**src/rtl/dac_i2s_tx.sv**
```systemverilog
// I2S transmitter for a stereo DAC.
// DSP samples enter a small stereo FIFO; a three-state sequencer produces
// bclk/lrclk/sdata in I2S format (one-bit delay, left word first).
//
//   state    | meaning
//   ---------+----------------------------------------------------------
//   ST_IDLE  | serial outputs parked low, FIFO filling, waiting for prefill
//   ST_RUN   | streaming; each frame boundary pops one stereo sample
//   ST_DRAIN | enable dropped; finish the current frame without popping
module dac_i2s_tx #(
   parameter int BCLK_DIV   = 4,
   parameter int FIFO_DEPTH = 4
) (
   input  logic                          clock,
   input  logic                          reset,
   input  logic [15:0]                   sample_l,
   input  logic [15:0]                   sample_r,
   input  logic                          sample_valid,
   input  logic                          enable,
   input  logic                          clear_flags,
   output logic                          bclk,
   output logic                          lrclk,
   output logic                          sdata,
   output logic [$clog2(FIFO_DEPTH):0]   fifo_level,
   output logic                          underrun,
   output logic                          overflow
);

   localparam int AW = $clog2(FIFO_DEPTH);
   localparam int LW = AW + 1;
   localparam logic [7:0]    DIV_TC   = 8'(BCLK_DIV - 1);
   localparam logic [LW-1:0] PREFILL  = LW'(FIFO_DEPTH / 2);
   localparam logic [LW-1:0] FULL_LVL = LW'(FIFO_DEPTH);

   typedef enum logic [1:0] {
      ST_IDLE  = 2'd0,
      ST_RUN   = 2'd1,
      ST_DRAIN = 2'd2
   } state_t;

   state_t state;
   state_t state_nxt;

   logic [7:0]    div;
   logic [4:0]    bit_cnt;
   logic [4:0]    bit_nxt;
   logic [4:0]    sd_idx;
   logic [31:0]   word;

   logic [31:0]   mem [FIFO_DEPTH];
   logic [AW-1:0] wr_ptr;
   logic [AW-1:0] rd_ptr;

   logic tc;
   logic fall;
   logic wrap;
   logic serial_on;
   logic pop;
   logic fifo_empty;
   logic fifo_full;
   logic pop_ok;
   logic push;
   logic drop;

   // Divider terminal count and the bclk falling / frame-wrap events
   assign tc         = (div == DIV_TC);
   assign fall       = (state != ST_IDLE) && tc && bclk;
   assign wrap       = fall && (bit_cnt == 5'd31);
   assign bit_nxt    = bit_cnt + 5'd1;
   // One-bit I2S delay: slot k carries word[32-k]; slot 0 wraps to word[0]
   assign sd_idx     = 5'd0 - bit_nxt;

   assign fifo_empty = (fifo_level == '0);
   assign fifo_full  = (fifo_level == FULL_LVL);
   // A pop frees a slot in the same cycle, so a full FIFO can still take a push
   assign pop_ok     = pop && !fifo_empty;
   assign push       = sample_valid && (!fifo_full || pop_ok);
   assign drop       = sample_valid && fifo_full && !pop_ok;

   // State register
   always_ff @(posedge clock) begin
      if (reset) begin
         state <= ST_IDLE;
      end else begin
         state <= state_nxt;
      end
   end

   // Next-state logic
   always_comb begin
      state_nxt = state;
      case (state)
         ST_IDLE: begin
            if (enable && (fifo_level >= PREFILL)) begin
               state_nxt = ST_RUN;
            end
         end
         ST_RUN: begin
            if (!enable) begin
               state_nxt = ST_DRAIN;
            end
         end
         ST_DRAIN: begin
            if (enable) begin
               state_nxt = ST_RUN;
            end else if (wrap) begin
               state_nxt = ST_IDLE;
            end
         end
         default: state_nxt = ST_IDLE;
      endcase
   end

   // Sequencer outputs: serial engine run request and the frame pop strobe
   always_comb begin
      serial_on = 1'b0;
      pop       = 1'b0;
      case (state)
         ST_RUN: begin
            serial_on = 1'b1;
            pop       = wrap;
         end
         ST_DRAIN: begin
            // re-enabled right on the boundary behaves as RUN; otherwise the
            // boundary parks the outputs instead of starting a new frame
            serial_on = enable || !wrap;
            pop       = wrap && enable;
         end
         default: begin
            serial_on = 1'b0;
            pop       = 1'b0;
         end
      endcase
   end

   // FIFO storage; contents need no reset because the pointers define validity
   always_ff @(posedge clock) begin
      if (push) begin
         mem[wr_ptr] <= {sample_l, sample_r};
      end
   end

   // FIFO pointers and occupancy
   always_ff @(posedge clock) begin
      if (reset) begin
         wr_ptr     <= '0;
         rd_ptr     <= '0;
         fifo_level <= '0;
      end else begin
         if (push) begin
            wr_ptr <= wr_ptr + AW'(1);
         end
         if (pop_ok) begin
            rd_ptr <= rd_ptr + AW'(1);
         end
         case ({push, pop_ok})
            2'b10:   fifo_level <= fifo_level + LW'(1);
            2'b01:   fifo_level <= fifo_level - LW'(1);
            default: fifo_level <= fifo_level;
         endcase
      end
   end

   // Frame word: loaded at each popping frame boundary, muted on an empty pop
   always_ff @(posedge clock) begin
      if (reset) begin
         word <= '0;
      end else if (pop) begin
         word <= pop_ok ? mem[rd_ptr] : 32'd0;
      end
   end

   // Bit-clock divider, slot counter and serial outputs (all move on bclk fall)
   always_ff @(posedge clock) begin
      if (reset) begin
         div     <= '0;
         bclk    <= 1'b0;
         lrclk   <= 1'b0;
         sdata   <= 1'b0;
         bit_cnt <= 5'd31;
      end else if (!serial_on) begin
         div     <= '0;
         bclk    <= 1'b0;
         lrclk   <= 1'b0;
         sdata   <= 1'b0;
         bit_cnt <= 5'd31;
      end else if (tc) begin
         div  <= '0;
         bclk <= ~bclk;
         if (bclk) begin
            bit_cnt <= bit_nxt;
            lrclk   <= bit_nxt[4];
            sdata   <= word[sd_idx];
         end
      end else begin
         div <= div + 8'd1;
      end
   end

   // Sticky flags; a same-cycle set beats clear_flags
   always_ff @(posedge clock) begin
      if (reset) begin
         underrun <= 1'b0;
         overflow <= 1'b0;
      end else begin
         underrun <= (pop && fifo_empty) | (underrun & ~clear_flags);
         overflow <= drop | (overflow & ~clear_flags);
      end
   end

endmodule

```
**config.mk**
```make
export PLATFORM = sky130hd
export DESIGN_NAME = dac_i2s_tx
export DESIGN_NICKNAME = d
export VERILOG_FILES = /design/src/rtl/dac_i2s_tx.sv
export SDC_FILE = /design/constraint.sdc
export NUM_CORES = 1
export LEC_CHECK = 0
export BUFFER_PORTS_ARGS = -buffer_cell sky130_fd_sc_hd__buf_2
export CAP_MARGIN = 0
export CORE_MARGIN = 2
export CORE_UTILIZATION = 45
export CTS_CLUSTER_DIAMETER = 100
export DETAILED_ROUTE_END_ITERATION = 8
export GPL_TIMING_DRIVEN = 0
export SLEW_MARGIN = 10
export SYNTH_ARGS = -nofsm -noshare
export SYNTH_HDL_FRONTEND = slang
export SYNTH_SLANG_ARGS = --single-unit
```
**constraint.sdc**
```tcl
create_clock -name clock -period 7.2 [get_ports clock]
set_clock_uncertainty 0.1 [all_clocks]
set_input_delay 1.08 -clock clock [delete_from_list [all_inputs] [get_ports clock]]
set_output_delay 1.08 -clock clock [all_outputs]
set_load 0.03 [all_outputs]
```
==> summary.txt <==
CP dominant cell by count: or3_1
Register area share after synthesis: 67.5%
Post-route DRC: 0
R2R depth: 12
Ys flop type: edfxtp_1
Max clock buf depth: 2
Largest net degree at the start of global routing: 29
Via/cell ratio: 5.22
Average cell area after synthesis: 15.0 µm²
Routability Congestion: 0.765
Die Y: 133 µm
TritonRoute pass-1 iters: 4
Setup TNS: 0 ps
CP Class: reg2reg
Clock power frac: 41.8%
# setup viols final: 0
Pint: 1.81 mW
CP Capture Type: register
RSZ-0062 raised after global routing: false
All-Layer GR Usage: 16.6%
Vias in the first global route: 4344
Overall routed net length: 13.8 mm
Clk sinks: 189
Seq pwr share: 52.3%
Unique cell type count in the Yosys netlist: 40
Crit path depth: 12
Post-CTS Hold Buffers: 0
Yosys warnings: 0
CTS Buf Count: 17
Mapped Cells: 499
FF/Latch Area: 5060 µm²
Flops & latches, synth: 189
CTS tree: done
I/O Buffers: 43
Post-synth EDFFs: 128
H-Tree Level Count: 4
Root Buffer: clkbuf_16
Top-count cell post-synth: edfxtp_1
Crit path max-delay family: simple AND/OR/NAND/NOR gates
Tmin final: 3610 ps
CP startpoint kind: register
Net Sw Frac: 21.9%
Total I/O pin count: 45
Post-CTS Resized: 0
Async S/R FF share, synth: 0%
Max-slew violations: 0
Initial Util: 45.6%
Final hold vios: 0
Placement Cell Area: 8080 µm²
Drt wl/cell: 17.3 µm
Synth Cell Area: 7500 µm²
Area occupied by multi-input gates: 2280 µm²
Clk Latency, worst-skew pair: 430 ps
CORE AREA: 16500 µm²
Leading area contributor after synthesis: edfxtp_1
NetSw: 0.508 mW
Hold crit path type: reg2reg
Reg clk slew, reported paths: 70 ps
Area growth syn-to-layout: 16.0%
Post-synthesis net count: 550
Critical path required time: 7450 ps
Nets: 616
Comb pwr share: 5.9%
Vias: 4163
Antenna violations before repair: 0
Final instance area: 8700 µm²
Crit-path cells: or4_4 > nor4b_4 > nand2_2 > or3_1 > buf_6 > nor2_2 > ha_1 > inv_1 > fa_1 > xor2_1 > or3_1 > a21oi_1
Hold Path Stages: 2
Worst slew margin: 38.6%
Diode count: 0
CP max FO: 8
HPWL Detailed: 9.20 mm
Ranking of synthesized cells by area: edfxtp_1 51%, dfxtp_1 16%, mux4_2 12%
DRT iter0 DRCs: 207
Pwr per Cell Area: 267 nW/µm²
Worst path max stage delay: 560 ps
Overflow after GRT: 0
Commonest cells in the netlist: 128 x edfxtp_1, 61 x dfxtp_1, 46 x nand2_1
Post-route ant nets: 0
Fillers: 1350
Max-capacitance violation count: 0
Status: completed
Tcrit/Tclk final: 50.1%
Slowest cell on crit path: or4_4
Worst slew pin tran: 921 ps
Critical Path AT: 3860 ps
Hold WS: 356 ps
Static Leak: 2.90 nW
Postcts setup bufs: 0
Global-route wire length before repair: 22.2 mm
Worst vdd ir: 0.156 mV
Crit path buffers/inverters: 2
Fmax achieved: 0.277 GHz
Die Wd: 133 µm
Yosys top cell area share: 51.2%
Share of cells above drive strength 1: 23.0%
# rows: 47
Die footprint: 17700 µm²
## final cells by class
type	instances	share of cell area (%)
flip-flops and latches	189	58.2
plain buffers	29	1.35
clock buffers	18	4.93
inverters	12	0.517
clock inverters	14	2.27
well taps	220	3.16
repair buffers	47	3.39
multi-input cells	269	26.2
## sequential cells by signal (all words and copies together) (netlist names), named ones only
| signal | flops |
|---|---|
| state | 2 |
| lrclk | 1 |
| mem | 128 |
| rd_ptr | 2 |
| underrun | 1 |
| overflow | 1 |
| word | 32 |
| sdata | 1 |
| div | 8 |
| bit_cnt | 5 |
| wr_ptr | 2 |
| fifo_level | 3 |
| bclk | 1 |
## layer usage
layer / routed length [µm] / vias up / track usage (%)
met5: 0 / - / 0
met4: 344 / 0 / 8.04
met3: 609 / 19 / 3.69
met2: 7000 / 93 / 28.0
met1: 5850 / 2045 / 20.5
li1: - / 2006 / -
## placed cells by master (no fill, tap or decap), types with 2 or more instances in the layout
cell / count
inv_6: 6
buf_2: 44
and2_1: 2
a21oi_1: 40
nand3_1: 40
o21ai_0: 4
ha_1: 13
a22oi_1: 2
bufinv_16: 3
mux2i_1: 4
nor3_1: 2
and2_2: 4
clkbuf_16: 17
mux2_2: 2
and3_1: 3
nand4_1: 2
nand2_1: 46
buf_1: 5
inv_1: 12
mux4_2: 40
xor2_1: 13
nor2_1: 24
buf_12: 4
edfxtp_1: 128
or3_1: 6
xnor2_1: 6
clkbuf_1: 23
inv_8: 2
dfxtp_1: 61
## power groups by stage
stage / combinational (mW) / sequential [mW] / clock, mW
after floorplan: 0.0817 / 1.24 / 0
after global placement: 0.126 / 1.24 / 0
after detailed placement: 0.139 / 1.24 / 0
after CTS: 0.139 / 1.22 / 0.994
after global routing: 0.152 / 1.22 / 1.03
final: 0.136 / 1.21 / 0.971
## through the flow
step           setup WS [ps]  util (%)  total power, mW  cells
4_1_cts                 3580      52.9             2.35    798
5_1_grt                 3440      52.9             2.40    798
3_5_place_dp            3610      49.1             1.38    766
3_3_place_gp            2900      48.5             1.36    762
6_report                3590      52.9             2.32    798
2_1_floorplan           3770         -             1.32    499
## kinds of logic (layout without fill, tap and decap cells)
logic type               count (synthesis)  in the layout  share of synthesized area (%)
multiplexers                            46             46                           12.8
XOR/XNOR                                19             19                           2.22
flip-flops                             189            189                           67.5
buffers and inverters                   41            120                           2.17
AND/OR/NAND/NOR                        136            136                           8.66
AO/OA/AOI/OAI                           54             54                           4.17
adder cells (fa/ha/maj)                 14             14                           2.44
## worst paths after layout
kind	startpoint	to	slack [ps]
max	div[5]	fifo_level[2]	3590
min	word[10]	word[10]	360
max reg2reg	div[5]	fifo_level[2]	3590
min reg2reg	word[10]	word[10]	360
## worst reg2reg max path, cell delays in order (launching register included)
cell and delay, ps:
dfxtp_1 350, or4_4 560, nor4b_4 360, nand2_2 180
or3_1 410, buf_6 160, nor2_2 160, ha_1 200
inv_1 60, fa_1 370, xor2_1 150, or3_1 310
a21oi_1 160
No activity file was read; power rests on OpenSTA's default activity.
